$ cat src/rtl/bk_mouse_port.sv
// BK joystick/mouse port word: accumulates PS/2 motion per axis, issues one read-to-clear
// direction bit per THRESH counts, and mirrors the button state.
module bk_mouse_port #(
  parameter int ACC_W        = 12,
  parameter int THRESH       = 4,
  parameter int IDLE_TIMEOUT = 2000000
) (
  input  logic        clk,
  input  logic        reset,
  input  logic        pkt_valid,
  input  logic [8:0]  pkt_dx,
  input  logic [8:0]  pkt_dy,
  input  logic        pkt_left,
  input  logic        pkt_right,
  input  logic        cpu_wr,
  input  logic [7:0]  cpu_wr_data,
  input  logic        cpu_rd,
  output logic [15:0] port_dout,
  output logic        enabled
);

  localparam logic [1:0] ST_IDLE     = 2'd0;
  localparam logic [1:0] ST_PEND_POS = 2'd1;
  localparam logic [1:0] ST_PEND_NEG = 2'd2;

  // Two guard bits so acc + delta - THRESH never overflows before saturation.
  localparam int SUM_W = ACC_W + 2;
  localparam logic signed [SUM_W-1:0] ACC_MAX = SUM_W'((2 ** (ACC_W - 1)) - 1);
  localparam logic signed [SUM_W-1:0] ACC_MIN = -SUM_W'(2 ** (ACC_W - 1));
  localparam logic signed [SUM_W-1:0] THR_S   = SUM_W'(THRESH);
  localparam logic signed [ACC_W-1:0] THR_A   = ACC_W'(THRESH);

  localparam bit IDLE_EN = (IDLE_TIMEOUT > 0);
  localparam int IDLE_W  = IDLE_EN ? $clog2(IDLE_TIMEOUT + 1) : 1;
  localparam logic [IDLE_W-1:0] IDLE_TOP  = IDLE_W'(IDLE_EN ? IDLE_TIMEOUT : 0);
  localparam logic [IDLE_W-1:0] IDLE_LAST = IDLE_W'(IDLE_EN ? IDLE_TIMEOUT - 1 : 0);

  logic signed [ACC_W-1:0] acc_x_q, acc_x_d, acc_y_q, acc_y_d;
  logic [1:0]              st_x_q, st_x_d, st_y_q, st_y_d;
  logic                    btn_left_q, btn_left_d, btn_right_q, btn_right_d;
  logic                    en_q, en_d;
  logic [IDLE_W-1:0]       idle_cnt_q, idle_cnt_d;
  logic                    idle_hit;

  logic unused_wr_bits;
  assign unused_wr_bits = ^{cpu_wr_data[7:4], cpu_wr_data[2:0]};

  // One axis: threshold step is judged on the registered accumulator, while the
  // incoming delta and the step adjustment land in the same sum before saturating.
  function automatic logic [ACC_W+1:0] step_axis(
    input logic [1:0]              st_q,
    input logic signed [ACC_W-1:0] acc_q,
    input logic signed [8:0]       delta,
    input logic                    do_add,
    input logic                    rd
  );
    logic [1:0]              st;
    logic signed [SUM_W-1:0] sum;
    logic signed [SUM_W-1:0] dlt;
    st  = st_q;
    sum = SUM_W'(acc_q);
    dlt = SUM_W'(delta);
    if (do_add) sum = sum + dlt;
    case (st_q)
      ST_IDLE: begin
        if (acc_q >= THR_A) begin
          st  = ST_PEND_POS;
          sum = sum - THR_S;
        end else if (acc_q <= -THR_A) begin
          st  = ST_PEND_NEG;
          sum = sum + THR_S;
        end
      end
      ST_PEND_POS, ST_PEND_NEG: if (rd) st = ST_IDLE;
      default: st = ST_IDLE;
    endcase
    if (sum > ACC_MAX)      sum = ACC_MAX;
    else if (sum < ACC_MIN) sum = ACC_MIN;
    return {st, sum[ACC_W-1:0]};
  endfunction

  assign idle_hit = IDLE_EN && !pkt_valid && (idle_cnt_q == IDLE_LAST);

  // NOTE: every _d gets its hold value first so no path through this block infers a latch.
  always_comb begin
    acc_x_d     = acc_x_q;
    acc_y_d     = acc_y_q;
    st_x_d      = st_x_q;
    st_y_d      = st_y_q;
    btn_left_d  = btn_left_q;
    btn_right_d = btn_right_q;
    en_d        = en_q;
    idle_cnt_d  = idle_cnt_q;

    if (pkt_valid) begin
      btn_left_d  = pkt_left;
      btn_right_d = pkt_right;
      idle_cnt_d  = '0;
    end else if (idle_cnt_q != IDLE_TOP) begin
      idle_cnt_d = idle_cnt_q + 1'b1;
    end

    if (cpu_wr) begin
      en_d = cpu_wr_data[3];
      if (!cpu_wr_data[3]) begin
        acc_x_d = '0;
        acc_y_d = '0;
        st_x_d  = ST_IDLE;
        st_y_d  = ST_IDLE;
      end
    end else if (!en_q) begin
      st_x_d = ST_IDLE;
      st_y_d = ST_IDLE;
    end else begin
      {st_x_d, acc_x_d} = step_axis(st_x_q, acc_x_q, pkt_dx, pkt_valid, cpu_rd);
      {st_y_d, acc_y_d} = step_axis(st_y_q, acc_y_q, pkt_dy, pkt_valid, cpu_rd);
    end

    // Timeout drops residual motion only; a pending direction bit stays readable.
    if (idle_hit) begin
      acc_x_d = '0;
      acc_y_d = '0;
    end
  end

  // NOTE: the reset here is synchronous (sampled only on clk) to match the bus domain.
  always_ff @(posedge clk) begin
    if (reset) begin
      acc_x_q     <= '0;
      acc_y_q     <= '0;
      st_x_q      <= ST_IDLE;
      st_y_q      <= ST_IDLE;
      btn_left_q  <= 1'b0;
      btn_right_q <= 1'b0;
      en_q        <= 1'b0;
      idle_cnt_q  <= '0;
    end else begin
      // NOTE: non-blocking so every register samples the pre-edge values of the others.
      acc_x_q     <= acc_x_d;
      acc_y_q     <= acc_y_d;
      st_x_q      <= st_x_d;
      st_y_q      <= st_y_d;
      btn_left_q  <= btn_left_d;
      btn_right_q <= btn_right_d;
      en_q        <= en_d;
      idle_cnt_q  <= idle_cnt_d;
    end
  end

  assign port_dout = {9'b0, btn_right_q, btn_left_q, 1'b0,
                      (st_x_q == ST_PEND_NEG), (st_y_q == ST_PEND_NEG),
                      (st_x_q == ST_PEND_POS), (st_y_q == ST_PEND_POS)};
  assign enabled   = en_q;

endmodule
$ cat config.mk
export PLATFORM = sky130hd
export DESIGN_NAME = bk_mouse_port
export DESIGN_NICKNAME = d
export VERILOG_FILES = /design/src/rtl/bk_mouse_port.sv
export SDC_FILE = /design/constraint.sdc
export NUM_CORES = 1
export LEC_CHECK = 0
export CORE_MARGIN = 4
export CORE_UTILIZATION = 38
export DETAILED_ROUTE_END_ITERATION = 8
export PLACE_DENSITY = 0.57
export RECOVER_POWER = 50
export REMOVE_ABC_BUFFERS = 1
export SLEW_MARGIN = 0
export SYNTH_ARGS = -nofsm -noshare
export SYNTH_HDL_FRONTEND = slang
export SYNTH_SLANG_ARGS = --single-unit
$ cat constraint.sdc
create_clock -name clk -period 4 [get_ports clk]
set_input_delay 0.8 -clock clk [delete_from_list [all_inputs] [get_ports clk]]
set_output_delay 0.8 -clock clk [all_outputs]
set_load 0.01 [all_outputs]
==> results of run 1 <==
power by group through the flow:
stage	Sequential (mW)	Combinational [mW]	Clock, mW
global route	0.548	0.726	0.492
floorplan	0.551	0.313	0
finish	0.546	0.667	0.467
CTS	0.543	0.609	0.477
global placement	0.555	0.551	0
detailed placement	0.556	0.565	0
state kept, by name, indices dropped and copies added (netlist names):
signal / count
enabled: 1
btn_left_q: 1
st_y_q: 2
acc_y_q: 12
st_x_q: 2
acc_x_q: 12
idle_cnt_q: 21
btn_right_q: 1
placed cells by master (no fill, tap or decap), types with 17 or more instances in the layout:
master / Yosys / final
o21ai_0: 18 / 17
dfxtp_1: 52 / 52
inv_1: 32 / 28
nand2_1: 66 / 65
buf_4: 12 / 141
nand3_1: 27 / 23
o211ai_1: 18 / 18
a21oi_1: 50 / 32
ha_1: 38 / 25
nor2_1: 54 / 54
nor3_1: 24 / 21
xnor2_1: 20 / 18
nand4_1: 18 / 18
critical path, delay by kind of cell:
| kind | cells | cell delay [ps] |
|---|---|---|
| AO/OA/AOI/OAI | 8 | 1760 |
| buffers and inverters | 1 | 500 |
| AND/OR/NAND/NOR | 3 | 990 |
| adder cells (fa/ha/maj) | 1 | 220 |
stage by stage:
step           util (%)  power [mW]
2_1_floorplan         -      0.8640
3_3_place_gp      48.89       1.106
3_5_place_dp      48.89       1.120
4_1_cts           52.51       1.630
5_1_grt           55.65       1.765
6_report          55.65       1.680
area by class of cell:
cell class / count / area (µm²)
timing repair buffer: 183 / 1514
fill: 1253 / 5897
sequential: 52 / 1041
clock inverter: 3 / 28.78
tap: 176 / 220.2
multi-input combinational: 572 / 4347
inverter: 32 / 122.6
clock buffer: 5 / 125.1
worst max path at each step:
stage | slack (ps) | end | cells past startpoint
after floorplan | -110 | acc_x_q[0] | 14
after CTS | 1 | acc_x_q[0] | 16
after detailed placement | -810 | acc_x_q[1] | 16
final | -50 | acc_x_q[0] | 13
after global routing | -270 | acc_x_q[0] | 14
after global placement | -690 | acc_x_q[1] | 16
metal layers:
metal  track usage, %  share of wire [%]  up-vias
met2            36.20                 50      140
li1                 -                  -     2862
met5                0                  0        -
met1            25.62                 44     2791
met4            6.834                2.2        0
met3            2.659                4.0       37
cell usage after synthesis, types with 9 or more instances:
cell,count
a211o_1,10
a211oi_1,9
a21o_1,14
a21oi_1,50
a31oi_1,16
and3_1,18
buf_2,9
buf_4,12
clkbuf_1,22
dfxtp_1,52
ha_1,38
inv_1,32
nand2_1,66
nand3_1,27
nand4_1,18
nor2_1,54
nor2b_1,11
nor3_1,24
o211ai_1,18
o21ai_0,18
xnor2_1,20
xor2_1,16
cells by family after synthesis:
family / Yosys count
adders and majority gates: 40
buffers and inverters: 76
and+or+nand+nor: 266
other: 1
DFF: 52
xor gates and xnor gates: 36
muxes: 7
AOI/OAI and AO/OA: 213
repair_timing:
| item | in CTS | in global routing |
|---|---|---|
| hold endpoints to repair | 0 | 0 |
| gates resized for setup | 63 | 62 |
| pin swaps | 38 | 53 |
| gates cloned | 1 | 0 |
| setup buffers | 11 | 11 |
| endpoints found under the setup margin | 23 | 23 |
==> impl_metrics.xml, run 1 <==
<?xml version="1.0" encoding="UTF-8"?>
<metrics>
  <group name="worst_setup_path">
    <metric name="slowest_stage" unit="">clkdlybuf4s50_1</metric>
    <metric name="endpoint_kind" unit="">register</metric>
    <metric name="cp-start-kind" unit="">primary input</metric>
    <metric name="worst_ep_arrival_time" unit="ps">4280</metric>
    <metric name="timing.critical_path.slowest_cell_delay" unit="ps">500</metric>
    <metric name="timing.critical_path.fanout_max" unit="">3</metric>
    <metric name="setup.reg_to_reg.worst_slack" unit="ps">100</metric>
    <metric name="worst_r2r_path_depth" unit="">14</metric>
    <metric name="critPathRequiredTime" unit="ps">4220</metric>
    <metric name="crit_start" unit="">pkt_dx[4]</metric>
    <metric name="crit-reg2reg-launch" unit="">acc_x_q[0]</metric>
    <metric name="worstSetupPathType" unit="">in2reg</metric>
    <metric name="crit_path_cell_trace" unit="">clkdlybuf4s50_1 -&gt; ha_4 -&gt; a21o_4 -&gt; a21o_1 -&gt; nor3_1 -&gt; o31ai_1 -&gt; nor3_1 -&gt; o211a_1 -&gt; a31oi_2 -&gt; or3_4 -&gt; a211o_1 -&gt; a211o_1 -&gt; o211ai_1</metric>
    <metric name="timing.rr.end" unit="">acc_x_q[0]</metric>
  </group>
  <group name="die">
    <metric name="chipHeight" unit="µm">124.7</metric>
    <metric name="io_pins" unit="">50</metric>
    <metric name="area_enclosed_by_the_die_boundary" unit="µm²">15550</metric>
    <metric name="rows" unit="">42</metric>
    <metric name="coreArea" unit="µm²">13300</metric>
    <metric name="die_w" unit="µm">124.7</metric>
    <metric name="initial_utilization" unit="%">38.91</metric>
  </group>
  <group name="yosys">
    <metric name="synth_flop_cell" unit="">dfxtp_1</metric>
    <metric name="syn_area_per_cell" unit="µm²">7.487</metric>
    <metric name="count_of_cell_types_in_the_netlist" unit="">73</metric>
    <metric name="postSynthCellCount" unit="">691</metric>
    <metric name="cell_type_contributing_the_most_total_cell_area_after_synthesis" unit="">dfxtp_1</metric>
    <metric name="synth_edf_count" unit="">0</metric>
    <metric name="synth.yosys.seq_area_share" unit="%">20.12</metric>
    <metric name="synth_simple_gate_area_share" unit="%">26.00</metric>
    <metric name="synth_area" unit="µm²">5174</metric>
    <metric name="synth_top_area_share" unit="%">20.12</metric>
    <metric name="async_reset_ff_share" unit="%">0</metric>
    <metric name="synthMuxAreaShare" unit="%">1.378</metric>
    <metric name="synth_warnings" unit="">0</metric>
    <metric name="synth-compound-area-share" unit="%">29.77</metric>
    <metric name="ys_seq_elements" unit="">52</metric>
    <metric name="synth_fa_ha_area_share" unit="%">9.964</metric>
    <metric name="synth_top_family_by_area" unit="">compound AO/OA/AOI/OAI gates</metric>
    <metric name="synth.area.top_cells" unit="">dfxtp_1, ha_1, a21oi_1, nand2_1, nor2_1</metric>
    <metric name="synth_xor_xnor_area_share" unit="%">6.094</metric>
  </group>
  <group name="drt">
    <metric name="post_drt_antenna_nets" unit="">0</metric>
    <metric name="remaining_drc_errors" unit="">0</metric>
    <metric name="routed_wire_length_per_instance" unit="µm">16.69</metric>
    <metric name="initialDrtViolationCount" unit="">309</metric>
    <metric name="vias_per_cell" unit="">5.699</metric>
    <metric name="num_vias" unit="">5830</metric>
    <metric name="routed_wl" unit="µm">17070</metric>
    <metric name="drt-pass1-iter-count" unit="">4</metric>
  </group>
  <group name="sta">
    <metric name="setup_repair_after_global_routing_missed_its_margin" unit="">yes</metric>
    <metric name="final_number_of_max_transition_violations" unit="">0</metric>
    <metric name="fmaxAchievable" unit="MHz">246.9</metric>
    <metric name="worst_hold_slack" unit="ps">475.0</metric>
    <metric name="worst_slew_pin_slew" unit="ps">668.1</metric>
    <metric name="min_period_over_period" unit="%">101.3</metric>
    <metric name="postLayoutSetupSlackWorst" unit="ps">-50.59</metric>
    <metric name="timing.setup.tns" unit="ps">-100.7</metric>
    <metric name="finalClockSkew" unit="ps">7.303</metric>
    <metric name="slew_headroom" unit="%">55.46</metric>
    <metric name="final-hold-violation-count" unit="">0</metric>
    <metric name="report.final.setup_viol" unit="">3</metric>
    <metric name="post-route-min-period" unit="ps">4051</metric>
  </group>
  <group name="power">
    <metric name="power_density" unit="nW/µm²">227.0</metric>
    <metric name="netSwitchingFraction" unit="%">35.03</metric>
    <metric name="netSwitchingPower" unit="mW">0.5884</metric>
    <metric name="worst_ir_drop_vdd" unit="V">0.0001868</metric>
    <metric name="cellLeakagePower" unit="nW">3.078</metric>
    <metric name="seq_power_share" unit="%">32.5</metric>
    <metric name="cellInternalPower" unit="mW">1.091</metric>
    <metric name="p_comb_share" unit="%">39.7</metric>
    <metric name="clockPowerShare" unit="%">27.8</metric>
  </group>
  <group name="hold_path">
    <metric name="min-delay-path-class" unit="">reg2reg</metric>
    <metric name="min_to" unit="">st_y_q[0]</metric>
    <metric name="min_path_cells" unit="">2</metric>
    <metric name="min-delay-start" unit="">st_y_q[0]</metric>
  </group>
  <group name="clock_tree">
    <metric name="clkSlewWorstSetupHoldPaths" unit="ps">70</metric>
    <metric name="cts_htree_levels" unit="">2</metric>
    <metric name="clk_latency" unit="ps">300</metric>
    <metric name="ctsRootBufferMaster" unit="">clkbuf_16</metric>
    <metric name="cts_tree" unit="">done</metric>
    <metric name="cts_hold_repair.buffers" unit="">0</metric>
    <metric name="bufs_on_longest_clock_path" unit="">2</metric>
    <metric name="cts_made_buffers" unit="">5</metric>
    <metric name="cts.sink_count" unit="">52</metric>
  </group>
  <group name="final_layout">
    <metric name="stdcell_count" unit="">1023</metric>
    <metric name="layout-drive-gt1-share" unit="%">29.52</metric>
    <metric name="finish.net_count" unit="">919</metric>
    <metric name="final_area" unit="µm²">7398</metric>
    <metric name="antenna_cells_inserted" unit="">0</metric>
    <metric name="area_growth_syn_to_layout" unit="%">43.00</metric>
  </group>
  <group name="placement">
    <metric name="place_ws" unit="ps">-811.1</metric>
    <metric name="io_buffers" unit="">32</metric>
    <metric name="placed_cells" unit="">992</metric>
    <metric name="place.gp.congestion" unit="">0.8758</metric>
    <metric name="post_dp_hpwl" unit="µm">12620</metric>
    <metric name="post_dp_cell_area" unit="µm²">6500</metric>
  </group>
  <group name="grt">
    <metric name="vias_in_the_first_global_route" unit="">5779</metric>
    <metric name="number_of_antenna_violations_at_the_first_check_in_global_routing" unit="">0</metric>
    <metric name="globalRouteOverflowTotal" unit="">0</metric>
    <metric name="largest_net_degree_at_the_start_of_global_routing" unit="">25</metric>
    <metric name="globalRouteTotalUtil" unit="%">20.49</metric>
    <metric name="grt_pass1_wl" unit="µm">27250</metric>
  </group>
  <group name="outcome">
    <metric name="failed_checks" unit="">negative setup slack</metric>
    <metric name="result_of_the_run" unit="">finished with violations</metric>
  </group>
  <group name="run">
    <metric name="maxCapViolations" unit="">0</metric>
  </group>
</metrics>
Note: power is estimated with default switching activity, not from simulation.
==> run 2, diff against run 1 <==
--- a/config.mk
+++ b/config.mk
@@ -5,10 +5,10 @@
 export SDC_FILE = /design/constraint.sdc
 export NUM_CORES = 1
 export LEC_CHECK = 0
-export CORE_MARGIN = 4
+export CORE_MARGIN = 1
 export CORE_UTILIZATION = 38
 export DETAILED_ROUTE_END_ITERATION = 8
-export PLACE_DENSITY = 0.57
+export PLACE_DENSITY = 0.55
 export RECOVER_POWER = 50
 export REMOVE_ABC_BUFFERS = 1
 export SLEW_MARGIN = 0
==> constraint.sdc (replaced) <==
create_clock -name clk -period 4.7 [get_ports clk]
set_input_delay 0.94 -clock clk [delete_from_list [all_inputs] [get_ports clk]]
set_output_delay 0.94 -clock clk [all_outputs]
set_load 0.01 [all_outputs]
==> run 2 against run 1 <==
The flow now finishes without violations; non-clock buffer count shrank 77; die area is 9.4% lower; hold slack improved by 7.9 ps; count of clock-buffer cells in the layout did not move; cell count decreased by 7.5%; clock skew up 0.87 ps; core utilization shrank 8.0 points; sequential power is 15% lower; via count fell by 6.9%; worst setup slack better by 270 ps; sequential share of layout area grew 2.4 points; flip-flop and latch count is the same.
==> impl_metrics.xml, run 2 (synthesis results as in run 1) <==
<?xml version="1.0" encoding="UTF-8"?>
<metrics>
  <group name="outcome">
    <metric name="result_of_the_run" unit="">finished, final reports clean</metric>
  </group>
  <group name="clock_tree">
    <metric name="clkSlewWorstSetupHoldPaths" unit="ps">70</metric>
    <metric name="clk_latency" unit="ps">300</metric>
    <metric name="bufs_on_longest_clock_path" unit="">2</metric>
    <metric name="cts_hold_repair.buffers" unit="">0</metric>
    <metric name="cts_htree_levels" unit="">2</metric>
    <metric name="ctsRootBufferMaster" unit="">clkbuf_16</metric>
    <metric name="cts_made_buffers" unit="">5</metric>
    <metric name="cts.sink_count" unit="">52</metric>
    <metric name="cts_tree" unit="">done</metric>
  </group>
  <group name="sta">
    <metric name="worst_slew_pin_slew" unit="ps">1178</metric>
    <metric name="final_number_of_max_transition_violations" unit="">0</metric>
    <metric name="final-hold-violation-count" unit="">0</metric>
    <metric name="fmaxAchievable" unit="MHz">223.1</metric>
    <metric name="worst_hold_slack" unit="ps">482.9</metric>
    <metric name="slew_headroom" unit="%">21.45</metric>
    <metric name="timing.setup.tns" unit="ps">0</metric>
    <metric name="report.final.setup_viol" unit="">0</metric>
    <metric name="finalClockSkew" unit="ps">8.176</metric>
    <metric name="setup_repair_after_global_routing_missed_its_margin" unit="">no</metric>
    <metric name="postLayoutSetupSlackWorst" unit="ps">217.1</metric>
    <metric name="min_period_over_period" unit="%">95.38</metric>
    <metric name="post-route-min-period" unit="ps">4483</metric>
  </group>
  <group name="final_layout">
    <metric name="biggest_register" unit="">idle_cnt_q</metric>
    <metric name="final_util" unit="%">47.61</metric>
    <metric name="layout-drive-gt1-share" unit="%">13.51</metric>
    <metric name="reg.largest.list" unit="">idle_cnt_q x21, acc_x_q x12, acc_y_q x12</metric>
    <metric name="mostFrequentLayoutCells" unit="">buf_4, nand2_1, nor2_1</metric>
    <metric name="mostFrequentLayoutCell" unit="">buf_4</metric>
    <metric name="fill_cells" unit="">1355</metric>
    <metric name="final_area" unit="µm²">6305</metric>
    <metric name="max_ffs_per_register" unit="">21</metric>
    <metric name="multi_input_comb_area" unit="µm²">3881</metric>
    <metric name="antenna_cells_inserted" unit="">0</metric>
    <metric name="stdcell_count" unit="">946</metric>
    <metric name="area_growth_syn_to_layout" unit="%">21.86</metric>
    <metric name="area_of_all_sequential_standard_cells" unit="µm²">1041</metric>
    <metric name="finish.net_count" unit="">842</metric>
  </group>
  <group name="drt">
    <metric name="vias_per_cell" unit="">5.739</metric>
    <metric name="num_vias" unit="">5429</metric>
    <metric name="drt-pass1-iter-count" unit="">5</metric>
    <metric name="initialDrtViolationCount" unit="">258</metric>
    <metric name="post_drt_antenna_nets" unit="">0</metric>
    <metric name="routed_wire_length_per_instance" unit="µm">15.99</metric>
    <metric name="routed_wl" unit="µm">15120</metric>
    <metric name="remaining_drc_errors" unit="">0</metric>
  </group>
  <group name="worst_setup_path">
    <metric name="timing.critical_path.fanout_max" unit="">5</metric>
    <metric name="timing.critical_path.mode_cell" unit="">buf_4</metric>
    <metric name="cp-start-kind" unit="">primary input</metric>
    <metric name="worstSetupPathType" unit="">in2reg</metric>
    <metric name="slowest_stage" unit="">or4b_1</metric>
    <metric name="critPathRequiredTime" unit="ps">4930</metric>
    <metric name="timing.critical_path.slowest_cell_delay" unit="ps">550</metric>
    <metric name="crit_path_cell_trace" unit="">clkdlybuf4s50_1 -&gt; ha_2 -&gt; inv_1 -&gt; fa_2 -&gt; and2b_1 -&gt; o2111ai_1 -&gt; a21boi_2 -&gt; buf_4 -&gt; o2111a_1 -&gt; a221oi_4 -&gt; buf_4 -&gt; or4b_1 -&gt; o21ai_2 -&gt; a21oi_2 -&gt; a311oi_4 -&gt; buf_4 -&gt; a21oi_1 -&gt; a21oi_1</metric>
    <metric name="crit-reg2reg-launch" unit="">acc_x_q[0]</metric>
    <metric name="critical_path_buf_inv_count" unit="">5</metric>
    <metric name="crit_start" unit="">pkt_dx[0]</metric>
    <metric name="path_delay_family" unit="">compound AO/OA/AOI/OAI gates</metric>
    <metric name="endpoint_kind" unit="">register</metric>
    <metric name="worst_ep_arrival_time" unit="ps">4710</metric>
  </group>
  <group name="grt">
    <metric name="grt_pass1_wl" unit="µm">24810</metric>
    <metric name="largest_net_degree_at_the_start_of_global_routing" unit="">26</metric>
    <metric name="vias_in_the_first_global_route" unit="">5202</metric>
    <metric name="globalRouteOverflowTotal" unit="">0</metric>
    <metric name="number_of_antenna_violations_at_the_first_check_in_global_routing" unit="">0</metric>
    <metric name="globalRouteTotalUtil" unit="%">21.26</metric>
  </group>
  <group name="placement">
    <metric name="io_buffers" unit="">32</metric>
    <metric name="post_dp_hpwl" unit="µm">11950</metric>
    <metric name="place_ws" unit="ps">-281.6</metric>
    <metric name="place.gp.congestion" unit="">0.8857</metric>
    <metric name="post_dp_cell_area" unit="µm²">6076</metric>
    <metric name="placed_cells" unit="">935</metric>
  </group>
  <group name="hold_path">
    <metric name="min-delay-path-class" unit="">reg2reg</metric>
    <metric name="min-delay-start" unit="">st_x_q[0]</metric>
  </group>
  <group name="power">
    <metric name="cellLeakagePower" unit="nW">2.574</metric>
    <metric name="power_density" unit="nW/µm²">205.4</metric>
    <metric name="worst_ir_drop_vdd" unit="V">0.0001642</metric>
    <metric name="fin_total_pwr" unit="mW">1.295</metric>
  </group>
  <group name="die">
    <metric name="area_enclosed_by_the_die_boundary" unit="µm²">14090</metric>
    <metric name="rows" unit="">42</metric>
    <metric name="initial_utilization" unit="%">39.07</metric>
    <metric name="coreArea" unit="µm²">13240</metric>
    <metric name="chipHeight" unit="µm">118.7</metric>
    <metric name="die_w" unit="µm">118.7</metric>
    <metric name="io_pins" unit="">50</metric>
  </group>
  <group name="run">
    <metric name="maxCapViolations" unit="">0</metric>
  </group>
</metrics>
-- run 2: worst min-delay path, cell delays in order, from the launching register on --
cell and delay (ps):
dfxtp_1 330, nand2_1 60, a21oi_1 50
-- run 2: per-layer routing --
layer,vias to the layer above,share of wire [%],GRT usage [%]
li1,2713,-,-
met1,2585,47,27.55
met2,119,48,37.90
met3,12,3.2,1.786
met4,0,0.97,4.905
met5,-,0,0
-- run 2: final cells by class --
class / instances / area share (%)
timing repair buffer: 106 / 14.15
multi-input combinational: 572 / 61.56
sequential: 52 / 16.51
inverter: 32 / 1.905
clock buffer: 5 / 1.985
tap: 176 / 3.493
clock inverter: 3 / 0.3969
-- run 2: power by group --
part           switching [mW]  internal (mW)  leakage, nW
Combinational           0.248          0.198         2.08
Clock                   0.184          0.202       0.0708
Sequential             0.0138          0.450        0.420
-- run 2: final timing paths --
path	endpoint	slack [ps]	cells after the start
max	acc_x_q[10]	220	18
min	st_x_q[0]	480	2
max reg2reg	acc_x_q[10]	930	17
min reg2reg	st_x_q[0]	480	2
-- run 2: timing repair --
action / 4_1_cts / 5_1_grt
gates resized for setup: 0 / 14
setup buffers: 0 / 2
setup endpoints to repair: 0 / 11
